**src/rtl/wb_commit_arbiter.sv**
```systemverilog
// rtl/wb_commit_arbiter.sv - register file write arbiter merging ALU and buffered results, with busy scoreboard
// Optional same-cycle mem bypass into an empty FIFO is enabled by defining WB_BYPASS_EN.
module wb_commit_arbiter #(
    parameter int DEPTH        = 4,
    parameter int STARVE_LIMIT = 3
) (
    input  logic                       clk,
    input  logic                       rst,
    input  logic                       alu_valid,
    output logic                       alu_ready,
    input  logic [4:0]                 alu_rd,
    input  logic [31:0]                alu_data,
    input  logic                       mem_valid,
    output logic                       mem_ready,
    input  logic [4:0]                 mem_rd,
    input  logic [31:0]                mem_data,
    input  logic                       issue_valid,
    input  logic [4:0]                 issue_rd,
    output logic [31:0]                busy,
    output logic [4:0]                 rd_addr,
    output logic                       reg_write,
    output logic [31:0]                wr_data,
    output logic [$clog2(DEPTH):0]     fifo_count
);
    localparam int AW = $clog2(DEPTH);
    localparam int CW = AW + 1;
    localparam int SW = $clog2(STARVE_LIMIT + 1);

    logic [4:0]    fifo_rd   [DEPTH];
    logic [31:0]   fifo_data [DEPTH];
    logic [AW-1:0] wr_ptr;
    logic [AW-1:0] rd_ptr;
    logic [CW-1:0] count;
    logic [SW-1:0] starve_cnt;

    logic        fifo_empty;
    logic        starve_stall;
    logic        grant_alu;
    logic        grant_fifo;
    logic        grant_byp;
    logic        any_grant;
    logic        enq;
    logic        deq;
    logic [4:0]  grant_rd;
    logic [31:0] grant_data;
    logic [31:0] set_mask;
    logic [31:0] clr_mask;
    logic [31:0] busy_next;

    assign fifo_empty   = (count == '0);
    assign starve_stall = (starve_cnt == SW'(STARVE_LIMIT)) && !fifo_empty;
    assign alu_ready    = !starve_stall;
    // Credit comes only from registered occupancy; a same-cycle dequeue does not free a slot.
    assign mem_ready    = (count != CW'(DEPTH));
    assign grant_alu    = alu_valid && !starve_stall;
    assign grant_fifo   = !fifo_empty && (starve_stall || !alu_valid);
`ifdef WB_BYPASS_EN
    assign grant_byp    = fifo_empty && !alu_valid && mem_valid;
`else
    assign grant_byp    = 1'b0;
`endif
    assign any_grant    = grant_alu || grant_fifo || grant_byp;
    assign enq          = mem_valid && mem_ready && !grant_byp;
    assign deq          = grant_fifo;
    assign fifo_count   = count;

    always_comb begin
        grant_rd   = alu_rd;
        grant_data = alu_data;
        if (grant_fifo) begin
            grant_rd   = fifo_rd[rd_ptr];
            grant_data = fifo_data[rd_ptr];
        end else if (grant_byp) begin
            grant_rd   = mem_rd;
            grant_data = mem_data;
        end
    end

    // Set wins over clear on the same register; x0 is never tracked.
    always_comb begin
        set_mask  = issue_valid ? (32'd1 << issue_rd) : 32'd0;
        clr_mask  = (grant_fifo || grant_byp) ? (32'd1 << grant_rd) : 32'd0;
        busy_next = ((busy & ~clr_mask) | set_mask) & ~32'd1;
    end

    always_ff @(posedge clk) begin
        if (enq) begin
            fifo_rd[wr_ptr]   <= mem_rd;
            fifo_data[wr_ptr] <= mem_data;
        end
    end

    always_ff @(posedge clk) begin
        if (rst) begin
            wr_ptr     <= '0;
            rd_ptr     <= '0;
            count      <= '0;
            starve_cnt <= '0;
            busy       <= '0;
            rd_addr    <= '0;
            reg_write  <= 1'b0;
            wr_data    <= '0;
        end else begin
            if (enq) begin
                wr_ptr <= wr_ptr + AW'(1);
            end
            if (deq) begin
                rd_ptr <= rd_ptr + AW'(1);
            end
            case ({enq, deq})
                2'b10:   count <= count + CW'(1);
                2'b01:   count <= count - CW'(1);
                default: count <= count;
            endcase

            if (fifo_empty || grant_fifo) begin
                starve_cnt <= '0;
            end else if (grant_alu && starve_cnt != SW'(STARVE_LIMIT)) begin
                starve_cnt <= starve_cnt + SW'(1);
            end

            busy <= busy_next;

            // Beats to x0 are consumed without a write; address/data keep their last values.
            if (any_grant && grant_rd != 5'd0) begin
                rd_addr   <= grant_rd;
                wr_data   <= grant_data;
                reg_write <= 1'b1;
            end else begin
                reg_write <= 1'b0;
            end
        end
    end
endmodule

```
**config.mk**
```make
export PLATFORM = sky130hd
export DESIGN_NAME = wb_commit_arbiter
export DESIGN_NICKNAME = d
export VERILOG_FILES = /design/src/rtl/wb_commit_arbiter.sv
export SDC_FILE = /design/constraint.sdc
export NUM_CORES = 1
export LEC_CHECK = 0
export ABC_AREA = 1
export BUFFER_PORTS_ARGS = -buffer_cell sky130_fd_sc_hd__buf_4
export CAP_MARGIN = 10
export CORE_UTILIZATION = 30
export DETAILED_ROUTE_END_ITERATION = 6
export SLEW_MARGIN = 20
export SYNTH_ARGS = -nofsm -noshare
export SYNTH_HDL_FRONTEND = slang
export SYNTH_SLANG_ARGS = --single-unit
```
**constraint.sdc**
```tcl
create_clock -name clk -period 2.8 [get_ports clk]
set_input_delay 0.56 -clock clk [delete_from_list [all_inputs] [get_ports clk]]
set_output_delay 0.56 -clock clk [all_outputs]
set_load 0.05 [all_outputs]
```
After elaboration in Yosys (flattened, before gate mapping)
Memories as Yosys holds them, arrays and structs flattened. A register that Yosys moved wholly into a read port is not among the register bits.
Cells that the tools add are included.
{ "word_totals": {"inputBits": 84, "mem_count": 2, "latchBits": 0, "romBits": 0, "ramBits": 148, "regBits": 79, "word_cells": 54} }
{ "mem_list": {"columns": ["memory", "depth", "width", "rd", "rd_ports_with_merged_regs", "write_ports", "line", "text"], "rows": [
  ["fifo_data", 4, 32, 1, 1, 1, "30", "logic [31:0] fifo_data [DEPTH];"],
  ["fifo_rd", 4, 5, 1, 1, 1, "29", "logic [4:0] fifo_rd [DEPTH];"]
]} }
{ "classes": {"multipliers": 0, "eq_ne": 5, "div_mod_pow": 0, "muxes": 12, "n_reduce_logical": 16, "order_cmp": 0, "addsub": 5, "bitwise_logic": 3, "shifts": 2} }
{ "ops": {"columns": ["operator", "n"], "rows": [
  ["$mux W32", 3],
  ["$shl A1 B5 Y32 const A", 2],
  ["$and A32 B32 Y32", 1],
  ["$not A32 Y32", 1],
  ["$or A32 B32 Y32", 1],
  ["$mux W2", 4],
  ["$add A2 B1 Y2 const B", 3],
  ["$logic_and A1 B1 Y1", 6],
  ["$pmux W3 S2", 1],
  ["$mux W5", 1],
  ["$reduce_bool A5 Y1", 1],
  ["$eq A2 B2 Y1 const B", 2],
  ["$add A3 B1 Y3 const B", 1],
  ["$logic_not A1 Y1", 3],
  ["$logic_not A3 Y1", 1],
  ["$logic_or A1 B1 Y1", 3],
  ["$mux W1", 3],
  ["$ne A3 B3 Y1 const B", 1],
  ["$sub A3 B1 Y3 const B", 1],
  ["$eq A2 B1 Y1 const B", 1],
  ["$ne A2 B2 Y1 const B", 1],
  ["$reduce_bool A2 Y1", 1],
  ["$reduce_or A2 Y1", 1]
]} }

Depth between registers and ports, before layout
{ "logic_depth": {"depth_word": 11, "ltp_mapped": 14} }

Worst setup path after synthesis
No wires, ideal clock.
{ "synth_path": {"path_kind": "register to register", "from": "register count[0] (netlist: fifo_count[0])", "to": "memory fifo_data[0][0] (enable)", "t_required_ns": 2.369, "stages_incl_launch_ff": 5, "period_less_slack_ns": 3.471, "slack_ns": -0.671, "arrival_time_ns": 3.040, "path_cell_list": "dfxtp_1 nor2_2 nand2_1 nand2_1 nor2_1"} }
{ "synth_via": {"elab_chain_cells": 4} }
{ "synth_rtl": {"columns": ["item", "line", "text"], "rows": [
  ["start, declared", "33", "logic [CW-1:0] count;"],
  ["start signal, assigned", "111", "2'b10: count <= count + CW'(1);"],
  ["start signal, assigned", "112", "2'b01: count <= count - CW'(1);"],
  ["start signal, assigned", "113", "default: count <= count;"],
  ["$ne A3 B3 Y1", "54", "assign mem_ready = (count != CW'(DEPTH));"],
  ["net mem_ready", "14", "output logic mem_ready,"],
  ["$logic_and A1 B1 Y1", "63", "assign enq = mem_valid && mem_ready && !grant_byp;"],
  ["$mux W1", "87", "if (enq) begin"],
  ["$mux W1 (not written as such)", "89", "fifo_data[wr_ptr] <= mem_data;"],
  ["end, declared", "30", null]
]} }
The timed path passes the listed nets, and every way through them passes these cells.

Final worst setup path
{ "layout_path": {"from": "register starve_cnt[0]", "to": "register busy[29]"} }
{ "layout_via": {"elab_chain_cells": 10} }
{ "layout_rtl": {"columns": ["item", "line", "text"], "rows": [
  ["start, declared", "34", "logic [SW-1:0] starve_cnt;"],
  ["start signal, assigned", "119", "starve_cnt <= starve_cnt + SW'(1);"],
  ["$eq A2 B2 Y1 *", "51", "assign starve_stall = (starve_cnt == SW'(STARVE_LIMIT)) && !fifo_empty;"],
  ["$logic_and A1 B1 Y1 *", "51", null],
  ["$logic_or A1 B1 Y1 *", "56", "assign grant_fifo = !fifo_empty && (starve_stall || !alu_valid);"],
  ["$logic_and A1 B1 Y1 *", "56", null],
  ["$mux W5", "70", "if (grant_fifo) begin"],
  ["$shl A1 B5 Y32", "82", "clr_mask = (grant_fifo || grant_byp) ? (32'd1 << grant_rd) : 32'd0;"],
  ["$mux W32 *", "82", null],
  ["$not A32 Y32 *", "83", "busy_next = ((busy & ~clr_mask) | set_mask) & ~32'd1;"],
  ["$and A32 B32 Y32 *", "83", null],
  ["$or A32 B32 Y32 *", "83", null],
  ["end signal, assigned", "122", "busy <= busy_next;"],
  ["end, declared", "19", "output logic [31:0] busy,"]
]} }
Mark *: on every way between the ends. The rest lies on a longest branch, timed or not.
A chain may end at the register's enable or synchronous reset.

==> impl_metrics.prom <==
# TYPE chip_impl_metric gauge
chip_impl_info{name="outcome",value="finished clean"} 1
chip_impl_metric{name="syn_area",unit="um2"} 9520
chip_impl_metric{name="wirelength",unit="um"} 24200
chip_impl_metric{name="peakVddDrop",unit="mV"} 0.722
chip_impl_info{name="timing.setup.critical_path_class",value="reg -> reg"} 1
chip_impl_metric{name="drt_pre_antenna_iters",unit=""} 5
chip_impl_metric{name="cpPeakStageDelay",unit="ns"} 0.33
chip_impl_metric{name="full_die_area",unit="um2"} 32400
chip_impl_metric{name="finalCriticalPeriod",unit="ns"} 2.28
chip_impl_metric{name="pre_cts_ws",unit="ns"} 0.500
chip_impl_info{name="crit_path_start_kind",value="flop"} 1
chip_impl_metric{name="area_grow_syn2layout",unit="%"} 25.8
chip_impl_metric{name="numCtsBuffers",unit=""} 25
chip_impl_metric{name="num_antenna_cells",unit=""} 0
chip_impl_metric{name="hpwl",unit="um"} 16200
chip_impl_info{name="rsz0062_at_grt",value="no"} 1
chip_impl_metric{name="cts_max_level",unit=""} 1
chip_impl_metric{name="number_of_max_capacitance_violations_reported",unit=""} 0
chip_impl_metric{name="initial_detailed_routing_violation_count",unit=""} 442
chip_impl_metric{name="total_leakage_power",unit="uW"} 0.00483
chip_impl_metric{name="yosys_warnings",unit=""} 0
chip_impl_metric{name="grt_pass1_vias",unit=""} 6956
chip_impl_metric{name="grt_antenna_before_repair",unit=""} 0
chip_impl_metric{name="worst_pin_slew",unit="ns"} 0.609
chip_impl_info{name="worstHoldPathType",value="in -> reg"} 1
chip_impl_metric{name="antenna_violating_nets_post_route",unit=""} 0
chip_impl_metric{name="grt_max_degree",unit=""} 54
chip_impl_metric{name="maxClockFrequency",unit="MHz"} 438
chip_impl_metric{name="detailroute.via_count",unit=""} 7250
chip_impl_metric{name="final_net_count",unit=""} 1259
chip_impl_metric{name="via_per_inst",unit=""} 4.58
chip_impl_metric{name="yosysSeqAreaShare",unit="%"} 63.5
chip_impl_metric{name="path_max_fanout",unit=""} 17
chip_impl_metric{name="skew",unit="ns"} 0.00910
chip_impl_metric{name="report.final.slew_viol_count",unit=""} 0
chip_impl_metric{name="hold_ws",unit="ns"} 0.246
chip_impl_metric{name="synthDominantCellAreaShare",unit="%"} 46.7
chip_impl_info{name="cp_max_stage_cell",value="sky130_fd_sc_hd__dfxtp_1"} 1
chip_impl_metric{name="rows",unit=""} 64
chip_impl_metric{name="number_of_enable_flip_flop_cells_after_synthesis",unit=""} 148
chip_impl_metric{name="worst_slew_margin_rel",unit="%"} 59.2
chip_impl_info{name="critical_path.most_common_cell",value="sky130_fd_sc_hd__nand2_1"} 1
chip_impl_metric{name="initial_core_util",unit="%"} 30.8
chip_impl_metric{name="grt_pass1_wl",unit="um"} 38400
chip_impl_metric{name="fin_util",unit="%"} 38.7
chip_impl_metric{name="final.period_utilization",unit="%"} 81.6
chip_impl_info{name="crit_path_end_kind",value="flop"} 1
chip_impl_info{name="cts-root-buf",value="sky130_fd_sc_hd__clkbuf_16"} 1
chip_impl_metric{name="placeableCoreArea",unit="um2"} 30900
chip_impl_metric{name="fillCellCount",unit=""} 3185
chip_impl_metric{name="synth.lib_cells_used.distinct",unit=""} 33
chip_impl_metric{name="overflow",unit=""} 0
chip_impl_info{name="timing.critical_path.cells",value="ha_1 -> inv_2 -> a22oi_2 -> buf_4 -> nand2_1 -> nand2_1 -> nand2_1 -> nor2_1 -> nand3_1 -> nand2_1 -> a21oi_1"} 1
chip_impl_metric{name="setup_viol_count_final",unit=""} 0
chip_impl_metric{name="pwr_density",unit="nW/um2"} 971
chip_impl_metric{name="max-clock-path-buffers",unit=""} 3
chip_impl_metric{name="critPathBufInv",unit=""} 2
chip_impl_metric{name="layout-drive-gt1-share",unit="%"} 20.7
chip_impl_metric{name="post-cts-setup-buffers",unit=""} 0
chip_impl_info{name="crit_family",value="simple AND/OR/NAND/NOR gates"} 1
chip_impl_metric{name="post_synth_inst_count",unit=""} 1016
chip_impl_metric{name="yosys_register_bits",unit=""} 228
chip_impl_info{name="clock_tree_from_tritoncts",value="done"} 1
chip_impl_info{name="postSynth.topFlopCell",value="sky130_fd_sc_hd__edfxtp_1"} 1
chip_impl_info{name="post-synth-top-count-cell",value="sky130_fd_sc_hd__nand2_1"} 1
chip_impl_metric{name="post_cts_hold_buffer_count",unit=""} 0
chip_impl_metric{name="timing.final.ws_setup",unit="ns"} 0.516
chip_impl_metric{name="portBuffers",unit=""} 157
chip_impl_metric{name="sink_count_of_the_clock_tree",unit=""} 228
chip_impl_metric{name="worstPathRequired",unit="ns"} 3.18
chip_impl_metric{name="syn_avg_cell_area",unit="um2"} 9.37
chip_impl_info{name="synthTopCellsByCount",value="269 x sky130_fd_sc_hd__nand2_1, 162 x sky130_fd_sc_hd__nor2_1, 148 x sky130_fd_sc_hd__edfxtp_1"} 1
chip_impl_metric{name="cts.clk_slew.worst_paths",unit="ns"} 0.06
chip_impl_metric{name="dieHeight",unit="um"} 180
chip_impl_info{name="largest_area_contributor_in_the_synthesized_netlist",value="sky130_fd_sc_hd__edfxtp_1"} 1
chip_impl_metric{name="p_total",unit="uW"} 11600
chip_impl_metric{name="clkLatencyLatePin",unit="ns"} 0.51
chip_impl_metric{name="route.detailed.drc",unit=""} 0
chip_impl_metric{name="crit_arrival",unit="ns"} 2.66
chip_impl_metric{name="gpl.final_weighted_congestion",unit=""} 0.836
chip_impl_metric{name="die_w",unit="um"} 180
chip_impl_metric{name="detail_route.wl_per_cell",unit="um"} 15.3
chip_impl_metric{name="cts_resized",unit=""} 0
chip_impl_metric{name="grt_util_all_layers",unit="%"} 14.9
chip_impl_info{name="yosys-top-cells-area",value="sky130_fd_sc_hd__edfxtp_1 47%, sky130_fd_sc_hd__dfxtp_1 17%, sky130_fd_sc_hd__nand2_1 11%"} 1
chip_impl_metric{name="async_reset_ff_share",unit="%"} 0
chip_impl_metric{name="hold_viol_final",unit=""} 0
chip_impl_metric{name="io-pin-count",unit=""} 159
chip_impl_metric{name="synth_fp_nets",unit=""} 1107
[final timing paths]
| path | endpoint | startpoint | depth (start not counted) | slack, ns |
|---|---|---|---|---|
| hold / removal | fifo_data[3][7] | mem_data[7] | 1 | 0.25 |
| setup reg to reg | busy[29] | starve_cnt[0] | 11 | 0.52 |
| setup / recovery | busy[29] | starve_cnt[0] | 11 | 0.52 |
| hold reg to reg | starve_cnt[0] | starve_cnt[0] | 1 | 0.45 |
[flip-flops by register name (all words and copies together) (netlist names), named ones only]
| signal | cells |
|---|---|
| busy | 31 |
| wr_data | 32 |
| wr_ptr | 2 |
| starve_cnt | 2 |
| reg_write | 1 |
| rd_ptr | 2 |
| fifo_data | 128 |
| rd_addr | 5 |
| fifo_count | 3 |
| fifo_rd | 20 |
[logic make-up (layout without fill, tap and decap cells)]
logic type                 Yosys count  after routing  share of synthesized area, %
other                                1              1                        0.0394
and+or+nand+nor                    499            499                          21.2
adders and majority gates            7              7                         0.999
DFF                                228            228                          63.5
AOI/OAI and AO/OA                  150            150                          8.54
buffers and inverters              131            301                          5.67
[report_power, final]
group	leakage, uW	total (uW)	switching [uW]	internal, uW
clock	0.000390	3200	1340	1870
combinational	0.00242	4120	2910	1210
sequential	0.00202	4310	234	4080
[cells in the final DEF, fill, tap and decap left out, types with 3 or more instances in the layout]
cell / synthesis / routed
sky130_fd_sc_hd__a21oi_1: 43 / 43
sky130_fd_sc_hd__buf_4: 4 / 184
sky130_fd_sc_hd__clkbuf_1: 39 / 5
sky130_fd_sc_hd__clkbuf_16: 0 / 25
sky130_fd_sc_hd__clkinv_1: 1 / 4
sky130_fd_sc_hd__clkinv_2: 0 / 4
sky130_fd_sc_hd__dfxtp_1: 80 / 78
sky130_fd_sc_hd__edfxtp_1: 148 / 148
sky130_fd_sc_hd__ha_1: 6 / 6
sky130_fd_sc_hd__inv_1: 64 / 64
sky130_fd_sc_hd__inv_2: 6 / 6
sky130_fd_sc_hd__nand2_1: 269 / 269
sky130_fd_sc_hd__nand2_2: 4 / 4
sky130_fd_sc_hd__nand3_1: 27 / 27
sky130_fd_sc_hd__nand4_1: 23 / 23
sky130_fd_sc_hd__nor2_1: 162 / 158
sky130_fd_sc_hd__nor2_2: 3 / 3
sky130_fd_sc_hd__nor2_4: 1 / 5
sky130_fd_sc_hd__nor4_1: 5 / 5
sky130_fd_sc_hd__o21ai_0: 70 / 70
sky130_fd_sc_hd__o22ai_1: 32 / 32
[worst register-to-register path, stage by stage (launching register included)]
cell and delay, ns:
sky130_fd_sc_hd__dfxtp_1 0.33, sky130_fd_sc_hd__ha_1 0.30, sky130_fd_sc_hd__inv_2 0.07, sky130_fd_sc_hd__a22oi_2 0.30
sky130_fd_sc_hd__buf_4 0.32, sky130_fd_sc_hd__nand2_1 0.08, sky130_fd_sc_hd__nand2_1 0.12, sky130_fd_sc_hd__nand2_1 0.10
sky130_fd_sc_hd__nor2_1 0.26, sky130_fd_sc_hd__nand3_1 0.12, sky130_fd_sc_hd__nand2_1 0.08, sky130_fd_sc_hd__a21oi_1 0.06
[metal layers]
| layer | share of wire [%] | track usage [%] | vias to the layer above |
|---|---|---|---|
| li1 | - | - | 3688 |
| met1 | 46 | 20.0 | 3329 |
| met2 | 45 | 24.6 | 200 |
| met3 | 6.9 | 3.15 | 33 |
| met4 | 1.6 | 3.42 | 0 |
| met5 | 0 | 0 | - |
[area by class of cell]
type	count	area (um2)	area share [%]
sequential	228	6050	50.5
multi-input combinational	657	2960	24.7
timing repair buffer	185	1400	11.7
clock buffer	31	658	5.50
tap	396	495	4.14
inverter	71	267	2.23
clock inverter	14	139	1.16
[metrics by stage]
stage	instance area [um2]	TNS (ns)	std cells
CTS	12000	0	1582
global placement	11200	0	1537
global route	12000	0	1582
floorplan	9530	-16.45	1016
finish	12000	0	1582
detailed placement	11200	0	1537
Note: power is estimated with default switching activity, not from simulation.
